[config.mk]
export PLATFORM = sky130hd
export DESIGN_NAME = clock_set_ctrl
export DESIGN_NICKNAME = d
export VERILOG_FILES = /design/src/rtl/clock_set_ctrl.sv
export SDC_FILE = /design/constraint.sdc
export NUM_CORES = 1
export LEC_CHECK = 0
export ABC_AREA = 1
export ABC_CLOCK_PERIOD_IN_PS = 2600
export CORE_MARGIN = 2
export CORE_UTILIZATION = 56
export CTS_CLUSTER_DIAMETER = 60
export DETAILED_ROUTE_END_ITERATION = 10
export HOLD_SLACK_MARGIN = 0.12
export PLACE_DENSITY = 0.94
export REMOVE_ABC_BUFFERS = 1
export SLEW_MARGIN = 10
export SYNTH_ARGS = -nofsm -noshare
export SYNTH_HDL_FRONTEND = slang
export SYNTH_SLANG_ARGS = --single-unit
[constraint.sdc]
create_clock -name clk_i -period 2.6 [get_ports clk_i]
set_input_delay 0.52 -clock clk_i [delete_from_list [all_inputs] [get_ports clk_i]]
set_output_delay 0.52 -clock clk_i [all_outputs]
set_load 0.005 [all_outputs]
[src/rtl/clock_set_ctrl.sv]
// Button-driven time-setting controller: snapshots the running time, lets the user
// edit hour/minute/second in turn, then strobes the counter's time-load port.
module clock_set_ctrl #(
    parameter int unsigned TIMEOUT_CYCLES = 30,
    parameter int unsigned COMMIT_CYCLES  = 2
) (
    input  logic       clk_i,
    input  logic       reset_i,
    input  logic       mode_i,
    input  logic       inc_i,
    input  logic       dec_i,
    input  logic       cancel_i,
    input  logic [4:0] hour_i,
    input  logic [5:0] min_i,
    input  logic [5:0] sec_i,
    output logic       timeset_o,
    output logic [4:0] hourset_o,
    output logic [5:0] minset_o,
    output logic [5:0] secset_o,
    output logic       editing_o,
    output logic [1:0] field_o
);

    localparam int unsigned TW = (TIMEOUT_CYCLES > 1) ? $clog2(TIMEOUT_CYCLES) : 1;
    localparam int unsigned CW = (COMMIT_CYCLES > 1) ? $clog2(COMMIT_CYCLES) : 1;
    localparam logic [TW-1:0] TMO_LAST = TW'(TIMEOUT_CYCLES - 1);
    localparam logic [CW-1:0] CMT_LAST = CW'(COMMIT_CYCLES - 1);

    typedef enum logic [2:0] {
        RUN,
        EDIT_H,
        EDIT_M,
        EDIT_S,
        COMMIT
    } state_t;

    state_t        state_q, state_d;
    logic [TW-1:0] tmo_q, tmo_d;
    logic [CW-1:0] cmt_q, cmt_d;
    logic [4:0]    hour_d;
    logic [5:0]    min_d, sec_d;
    logic          up, down;
    logic          editing_d;
    logic [1:0]    field_d;

    function automatic logic [5:0] step_field(input logic [5:0] v, input logic [5:0] max_v,
                                              input logic inc, input logic dec);
        logic [5:0] r;
        r = v;
        if (inc) r = (v == max_v) ? 6'd0 : v + 6'd1;
        else if (dec) r = (v == 6'd0) ? max_v : v - 6'd1;
        return r;
    endfunction

    always_comb begin
        state_d = state_q;
        tmo_d   = tmo_q;
        cmt_d   = cmt_q;
        hour_d  = hourset_o;
        min_d   = minset_o;
        sec_d   = secset_o;
        // simultaneous inc and dec cancel out but still count as activity
        up      = inc_i & ~dec_i;
        down    = dec_i & ~inc_i;

        case (state_q)
            RUN: begin
                if (mode_i) begin
                    hour_d  = hour_i;
                    min_d   = min_i;
                    sec_d   = sec_i;
                    tmo_d   = '0;
                    state_d = EDIT_H;
                end
            end
            EDIT_H, EDIT_M, EDIT_S: begin
                if (cancel_i) begin
                    state_d = RUN;
                end else if (mode_i) begin
                    tmo_d = '0;
                    case (state_q)
                        EDIT_H:  state_d = EDIT_M;
                        EDIT_M:  state_d = EDIT_S;
                        default: begin
                            state_d = COMMIT;
                            cmt_d   = '0;
                        end
                    endcase
                end else if (inc_i || dec_i) begin
                    tmo_d = '0;
                    case (state_q)
                        EDIT_H:  hour_d = 5'(step_field({1'b0, hourset_o}, 6'd23, up, down));
                        EDIT_M:  min_d  = step_field(minset_o, 6'd59, up, down);
                        default: sec_d  = step_field(secset_o, 6'd59, up, down);
                    endcase
                end else if (tmo_q == TMO_LAST) begin
                    state_d = RUN;
                end else begin
                    tmo_d = tmo_q + 1'b1;
                end
            end
            COMMIT: begin
                if (cmt_q == CMT_LAST) state_d = RUN;
                else cmt_d = cmt_q + 1'b1;
            end
            default: state_d = RUN;
        endcase
    end

    always_comb begin
        editing_d = 1'b0;
        field_d   = 2'd0;
        case (state_d)
            EDIT_H: begin editing_d = 1'b1; field_d = 2'd1; end
            EDIT_M: begin editing_d = 1'b1; field_d = 2'd2; end
            EDIT_S: begin editing_d = 1'b1; field_d = 2'd3; end
            default: ;
        endcase
    end

    always_ff @(posedge clk_i) begin
        if (reset_i) begin
            state_q   <= RUN;
            tmo_q     <= '0;
            cmt_q     <= '0;
            hourset_o <= '0;
            minset_o  <= '0;
            secset_o  <= '0;
            timeset_o <= 1'b0;
            editing_o <= 1'b0;
            field_o   <= '0;
        end else begin
            state_q   <= state_d;
            tmo_q     <= tmo_d;
            cmt_q     <= cmt_d;
            hourset_o <= hour_d;
            minset_o  <= min_d;
            secset_o  <= sec_d;
            timeset_o <= (state_d == COMMIT);
            editing_o <= editing_d;
            field_o   <= field_d;
        end
    end

endmodule

After elaboration in Yosys (flattened, before gate mapping)
Index checks and enable logic that the tools add are counted.
{"block": "op_classes", "n_shift": 0, "n_eq_ne": 22, "n_mux": 51, "div": 0, "bitwise_logic": 4, "n_mul": 0, "reduce_logical": 15, "order_cmp": 0, "add_sub_neg": 8}
{"op": "$mux W6", "n": 18}
{"op": "$mux W5", "n": 14}
{"op": "$pmux W6 S2", "n": 2}
{"op": "$reduce_and A7 Y1", "n": 3}
{"op": "$pmux W5 S2", "n": 2}
{"op": "$mux W3", "n": 6}
{"op": "$ne A2 B2 Y1 const B", "n": 8}
{"op": "$add A6 B1 Y6 const B", "n": 2}
{"op": "$eq A3 B2 Y1 const B", "n": 4}
{"op": "$eq A6 B6 Y1 const B", "n": 2}
{"op": "$logic_not A6 Y1", "n": 2}
{"op": "$sub A6 B1 Y6 const B", "n": 2}
{"op": "$add A5 B1 Y5 const B", "n": 2}
{"op": "$eq A5 B5 Y1 const B", "n": 2}
{"op": "$pmux W3 S3", "n": 1}
{"op": "$reduce_and A4 Y1", "n": 2}
{"op": "$eq A3 B1 Y1 const B", "n": 2}
{"op": "$eq A3 B3 Y1 const B", "n": 2}
{"op": "$pmux W2 S3", "n": 1}
{"op": "$pmux W3 S2", "n": 1}
{"op": "$reduce_or A3 Y1", "n": 2}
{"op": "$logic_not A5 Y1", "n": 1}
{"op": "$mux W1", "n": 5}
{"op": "$sub A5 B1 Y5 const B", "n": 1}
{"op": "10 further kinds", "n": 13}
{"block": "word_totals", "elab_cells": 109, "memories": 0, "ramBits": 0, "in_bits": 23, "rom_bits": 0, "latch_bits": 0, "ff_bits": 30, "output_inout_bits": 21}

Depth between registers and ports, before layout
{"block": "logic_depth", "word_depth": 9, "ltp_mapped": 11, "ltp_nobuf": 11}

Worst setup path after synthesis
No wires, ideal clock.
{"block": "synth_timing", "kind": "input port to flip-flop", "from": "input dec_i", "to": "register hourset_o[4]", "setup_time_ns": 0.070, "arrival_ns": 1.511, "n_path_buf": 2, "path_slack_ns": 1.020, "stages": 8, "path_cell_list": "inv_1 -> ha_1 -> buf_2 -> inv_1 -> buf_2 -> a21oi_1 -> or2_0 -> a21oi_1"}
{"block": "synth_between", "elab_chain_cells": 8, "elab_cells_between_ends": 13, "classes_between": "eq/ne: 2; mux: 6; bitwise: 3; reduce/logical: 2"}
{"element": "from (decl)", "line": "11", "rtl": "input logic dec_i,"}
{"element": "$not A1 Y1", "line": "63", "rtl": "up = inc_i & ~dec_i;"}
{"element": "$and A1 B1 Y1", "line": "63"}
{"element": "$mux W5", "line": "50", "rtl": "if (inc) r = (v == max_v) ? 6'd0 : v + 6'd1;"}
{"element": "$mux W5", "line": "91", "rtl": "case (state_q)"}
{"element": "$mux W5", "line": "89", "rtl": "end else if (inc_i || dec_i) begin"}
{"element": "$mux W5", "line": "79", "rtl": "end else if (mode_i) begin"}
{"element": "$mux W5", "line": "77", "rtl": "if (cancel_i) begin"}
{"element": "$pmux W5 S2", "line": "66", "rtl": "case (state_q)"}
{"element": "to (signal assigned)", "line": "136", "rtl": "hourset_o <= hour_d;"}
{"element": "to (decl)", "line": "17", "rtl": "output logic [4:0] hourset_o,"}
Several ways; a longest one is shown, not always the timed one. The select of a mux whose other input is x is not followed.
A chain may end at the register's enable or synchronous reset.

Worst setup path in the final report
{"block": "layout_timing", "from": "input inc_i", "to": "register hourset_o[4]"}
{"block": "layout_between", "elab_chain_cells": 7, "elab_cells_between_ends": 13, "classes_between": "eq/ne: 2; mux: 6; bitwise: 3; reduce/logical: 2"}
{"element": "from (decl)", "line": "10", "rtl": "input logic inc_i,"}
{"element": "$and A1 B1 Y1", "line": "63"}
{"element": "$mux W5", "line": "50"}
{"element": "$mux W5", "line": "91"}
{"element": "$mux W5", "line": "89"}
{"element": "$mux W5", "line": "79"}
{"element": "$mux W5", "line": "77"}
{"element": "$pmux W5 S2", "line": "66"}
Several ways; a longest one is shown, not always the timed one. The select of a mux whose other input is x is not followed.

==> flow_summary.html <==
<table>
<tr><th>Metric</th><th>Value</th></tr>
<tr><th colspan="2">Outcome</th></tr>
<tr><td>Result of the run</td><td>complete, no violations</td></tr>
<tr><th colspan="2">Layout</th></tr>
<tr><td>Share of layout cells above drive strength 1</td><td>0.0998</td></tr>
<tr><td>Synthesis-to-finish area growth</td><td>23.9%</td></tr>
<tr><td>Number of nets in the layout</td><td>435</td></tr>
<tr><td>Final non-filler cell total</td><td>451</td></tr>
<tr><td>Area of the multi-input gates</td><td>1470 sq um</td></tr>
<tr><td>Top library cells by usage in the layout, fill and taps aside</td><td>sky130_fd_sc_hd__nand2_1 (74), sky130_fd_sc_hd__clkdlybuf4s50_1 (43), sky130_fd_sc_hd__nor2_1 (42)</td></tr>
<tr><td>Area of all sequential standard cells</td><td>601 sq um</td></tr>
<tr><td>Final Instance Area</td><td>2840 sq um</td></tr>
<tr><td>Post-layout util</td><td>0.715</td></tr>
<tr><td>Filler Cells Inserted</td><td>326</td></tr>
<tr><td>Total inserted antenna cells</td><td>0</td></tr>
<tr><td>Most common cell after layout, fill and taps aside</td><td>sky130_fd_sc_hd__nand2_1</td></tr>
<tr><th colspan="2">Floorplanning</th></tr>
<tr><td>Overall die height</td><td>68.0 microns</td></tr>
<tr><td>Die Outline Area</td><td>4620 sq um</td></tr>
<tr><td>Row count</td><td>23</td></tr>
<tr><td>DIE WIDTH</td><td>68.0 microns</td></tr>
<tr><td>Area of the core region</td><td>3970 sq um</td></tr>
<tr><td>Initial Utilization</td><td>0.577</td></tr>
<tr><td>Number of placed I/O pins</td><td>44</td></tr>
<tr><th colspan="2">Clocking</th></tr>
<tr><td>CTS Buf Count</td><td>5</td></tr>
<tr><td>CTS tree</td><td>built</td></tr>
<tr><td>H-tree depth</td><td>2</td></tr>
<tr><td>Sinks on the clock net</td><td>30</td></tr>
<tr><td>Hold-fix buffers at CTS</td><td>0</td></tr>
<tr><td>Post-CTS repair timing setup buffer count</td><td>0</td></tr>
<tr><td># resized after CTS</td><td>0</td></tr>
<tr><td>Cell at the root of the clock tree</td><td>sky130_fd_sc_hd__clkbuf_8</td></tr>
<tr><td>Clock insertion delay at the later pin of the skew report</td><td>0.29 ns</td></tr>
<tr><td>CTS max path bufs</td><td>2</td></tr>
<tr><td>Clock edge transition at the registers on the reported setup and hold paths</td><td>0.07 ns</td></tr>
<tr><th colspan="2">Synth</th></tr>
<tr><td>Synthesized instance count</td><td>358</td></tr>
<tr><td>Post-Syn Area per Cell</td><td>6.40 sq um</td></tr>
<tr><td>Distinct cell type count of the synthesized netlist</td><td>33</td></tr>
<tr><td>Number of synthesized register bits</td><td>30</td></tr>
<tr><td>Synth warn</td><td>0</td></tr>
<tr><td>Post-synthesis sequential area ratio</td><td>0.262</td></tr>
<tr><td>Share of flip-flops with an asynchronous set or reset</td><td>0</td></tr>
<tr><td>Number of enable-type register cells in the synthesized netlist</td><td>0</td></tr>
<tr><td>Primary FF master, synth</td><td>sky130_fd_sc_hd__dfxtp_1</td></tr>
<tr><td>Summed instance area of the synthesized netlist</td><td>2290 sq um</td></tr>
<tr><th colspan="2">Placed design</th></tr>
<tr><td>Placement Cell Area</td><td>2740 sq um</td></tr>
<tr><td>Pre-CTS setup slack</td><td>0.381 ns</td></tr>
<tr><td>Number of placed instances, taps included</td><td>443</td></tr>
<tr><td>Sum of net half-perimeters after detailed placement</td><td>4220 microns</td></tr>
<tr><td>Count of port buffers added during placement</td><td>43</td></tr>
<tr><td>Final weighted congestion in routability-driven placement</td><td>0.934</td></tr>
<tr><th colspan="2">Worst setup path</th></tr>
<tr><td>Type of destination of the critical path</td><td>register</td></tr>
<tr><td>Required time of the worst setup path</td><td>2.78 ns</td></tr>
<tr><td>Reg-to-reg critical path startpoint</td><td>state_q[0]</td></tr>
<tr><td>Logic depth of the worst register-to-register path</td><td>9</td></tr>
<tr><td>Critical Path Source</td><td>inc_i</td></tr>
<tr><td>Slack of the worst reg-to-reg path</td><td>0.97 ns</td></tr>
<tr><td>Startpoint kind of the worst setup timing path</td><td>input pin</td></tr>
<tr><td>Reg-to-reg endpoint</td><td>minset_o[1]</td></tr>
<tr><td>Highest fanout seen on the critical path</td><td>6</td></tr>
<tr><td>Worst Path Arrival</td><td>2.14 ns</td></tr>
<tr><td>Critical setup path kind</td><td>input pin to register</td></tr>
<tr><th colspan="2">GRT</th></tr>
<tr><td>Wire length of the first global-routing pass</td><td>9540 microns</td></tr>
<tr><td>Initial antenna violation count</td><td>0</td></tr>
<tr><td>Aggregate global routing overflow</td><td>0</td></tr>
<tr><td>Largest net degree at the start of global routing</td><td>21</td></tr>
<tr><td>Number of global-route vias before repair</td><td>2320</td></tr>
<tr><td>All-layer global routing usage</td><td>0.274</td></tr>
<tr><th colspan="2">STA</th></tr>
<tr><td>Setup repair after global routing missed its margin</td><td>false</td></tr>
<tr><td>Worst hold slack after final layout</td><td>0.471 ns</td></tr>
<tr><td>Worst Tran Pin Value</td><td>0.413 ns</td></tr>
<tr><td>Final worst setup slack</td><td>0.640 ns</td></tr>
<tr><td>Final setup fails</td><td>0</td></tr>
<tr><td>Worst slew slack as a fraction of its limit</td><td>0.725</td></tr>
<tr><td>Worst Skew</td><td>0.00538 ns</td></tr>
<tr><td>Hold violation count in the final report</td><td>0</td></tr>
<tr><td>Final Slew Violations</td><td>0</td></tr>
<tr><td>Fmax achieved</td><td>0.510 GHz</td></tr>
<tr><td>Tmin final</td><td>1.96 ns</td></tr>
<tr><td>Final cycle utilization of the critical path</td><td>0.754</td></tr>
<tr><td>Post-route setup TNS</td><td>0 ns</td></tr>
<tr><th colspan="2">Routing</th></tr>
<tr><td>Number of design-rule violations left by the first detailed-router iteration</td><td>245</td></tr>
<tr><td>Count of vias placed by the detailed router</td><td>2449</td></tr>
<tr><td>Number of DRC violations after detailed routing</td><td>0</td></tr>
<tr><td>Post-detailed-route count of antenna-violating nets</td><td>0</td></tr>
<tr><td>Average detailed-routed wire length per instance</td><td>12.9 microns</td></tr>
<tr><td>Final wirelength</td><td>5820 microns</td></tr>
<tr><td>Number of vias per cell after detailed routing</td><td>5.43</td></tr>
<tr><td>TritonRoute pass-1 iters</td><td>5</td></tr>
<tr><th colspan="2">Power and ir drop</th></tr>
<tr><td>Worst vdd ir</td><td>0.330 mV</td></tr>
<tr><td>Total power</td><td>1.46 mW</td></tr>
<tr><td>Static leakage</td><td>1.24 nW</td></tr>
<tr><td>Pwr Density</td><td>514 nW/um^2</td></tr>
<tr><th colspan="2">Min path</th></tr>
<tr><td>Start point of the worst min-delay path</td><td>cmt_q</td></tr>
<tr><td>Hold-critical path endpoint</td><td>cmt_q</td></tr>
<tr><td>Hold path cells</td><td>2</td></tr>
<tr><td>Hold Crit Class</td><td>register to register</td></tr>
<tr><th colspan="2">Job</th></tr>
<tr><td>Maximum capacitance violations</td><td>0</td></tr>
</table>
layout make-up:
type                    instances  share of cell area
clock buffers                   6              0.0291
clock inverters                 2             0.00441
inverters                      38              0.0502
multi-input cells             277               0.518
flip-flops and latches         30               0.212
well taps                      50              0.0220
repair buffers                 48               0.165
metal layers:
layer	vias up	wire (microns)	track usage
met3	19	468	0.0592
met1	1065	2370	0.320
met4	0	115	0.115
met5	-	0	0
li1	1250	-	-
met2	115	2860	0.482
worst max-delay path by stage:
stage / end / slack, ns
after floorplan: secset_o[2] / 0.86
after global placement: minset_o[5] / 0.45
after detailed placement: minset_o[3] / 0.38
after CTS: minset_o[2] / 0.63
after global routing: minset_o[3] / 0.45
final: hourset_o[4] / 0.64
registers in the layout, indices dropped and copies added, names as in the netlist:
register   count
secset_o       6
field_o        2
editing_o      1
minset_o       6
hourset_o      5
tmo_q          5
timeset_o      1
cmt_q          1
state_q        3
cells by family after synthesis:
family / Yosys count / synth area share
AOI/OAI and AO/OA: 67 / 0.161
xor gates and xnor gates: 14 / 0.0535
adders and majority gates: 12 / 0.0655
buffers and inverters: 51 / 0.0966
DFF: 30 / 0.262
and+or+nand+nor: 184 / 0.361
critical path, cell delays in order:
cell and delay (ns):
sky130_fd_sc_hd__clkdlybuf4s50_1 0.48, sky130_fd_sc_hd__inv_1 0.05, sky130_fd_sc_hd__ha_1 0.22, sky130_fd_sc_hd__inv_1 0.10
sky130_fd_sc_hd__nand3_1 0.08, sky130_fd_sc_hd__nand2_1 0.09, sky130_fd_sc_hd__nand2_1 0.07, sky130_fd_sc_hd__nor2_2 0.22
sky130_fd_sc_hd__inv_2 0.09, sky130_fd_sc_hd__a21oi_1 0.14, sky130_fd_sc_hd__a21oi_1 0.08
Yosys cell counts, types with 4 or more instances:
cell type	number	area share
sky130_fd_sc_hd__ha_1	12	0.066
sky130_fd_sc_hd__inv_1	34	0.056
sky130_fd_sc_hd__buf_2	8	0.017
sky130_fd_sc_hd__nand2_1	74	0.12
sky130_fd_sc_hd__nor2_1	42	0.069
sky130_fd_sc_hd__nand3_1	39	0.085
sky130_fd_sc_hd__dfxtp_1	30	0.26
sky130_fd_sc_hd__xor2_1	12	0.046
sky130_fd_sc_hd__nand4_1	6	0.016
sky130_fd_sc_hd__inv_2	4	0.0065
sky130_fd_sc_hd__a21oi_1	34	0.074
sky130_fd_sc_hd__nor2_2	8	0.022
sky130_fd_sc_hd__o21ai_0	22	0.048
sky130_fd_sc_hd__nand2_2	6	0.016
where the power goes:
group,switching [mW],total [mW],internal [mW]
clock,0.183,0.396,0.212
sequential,0.0637,0.560,0.496
combinational,0.274,0.503,0.229
(Power assumes the default switching activity.)
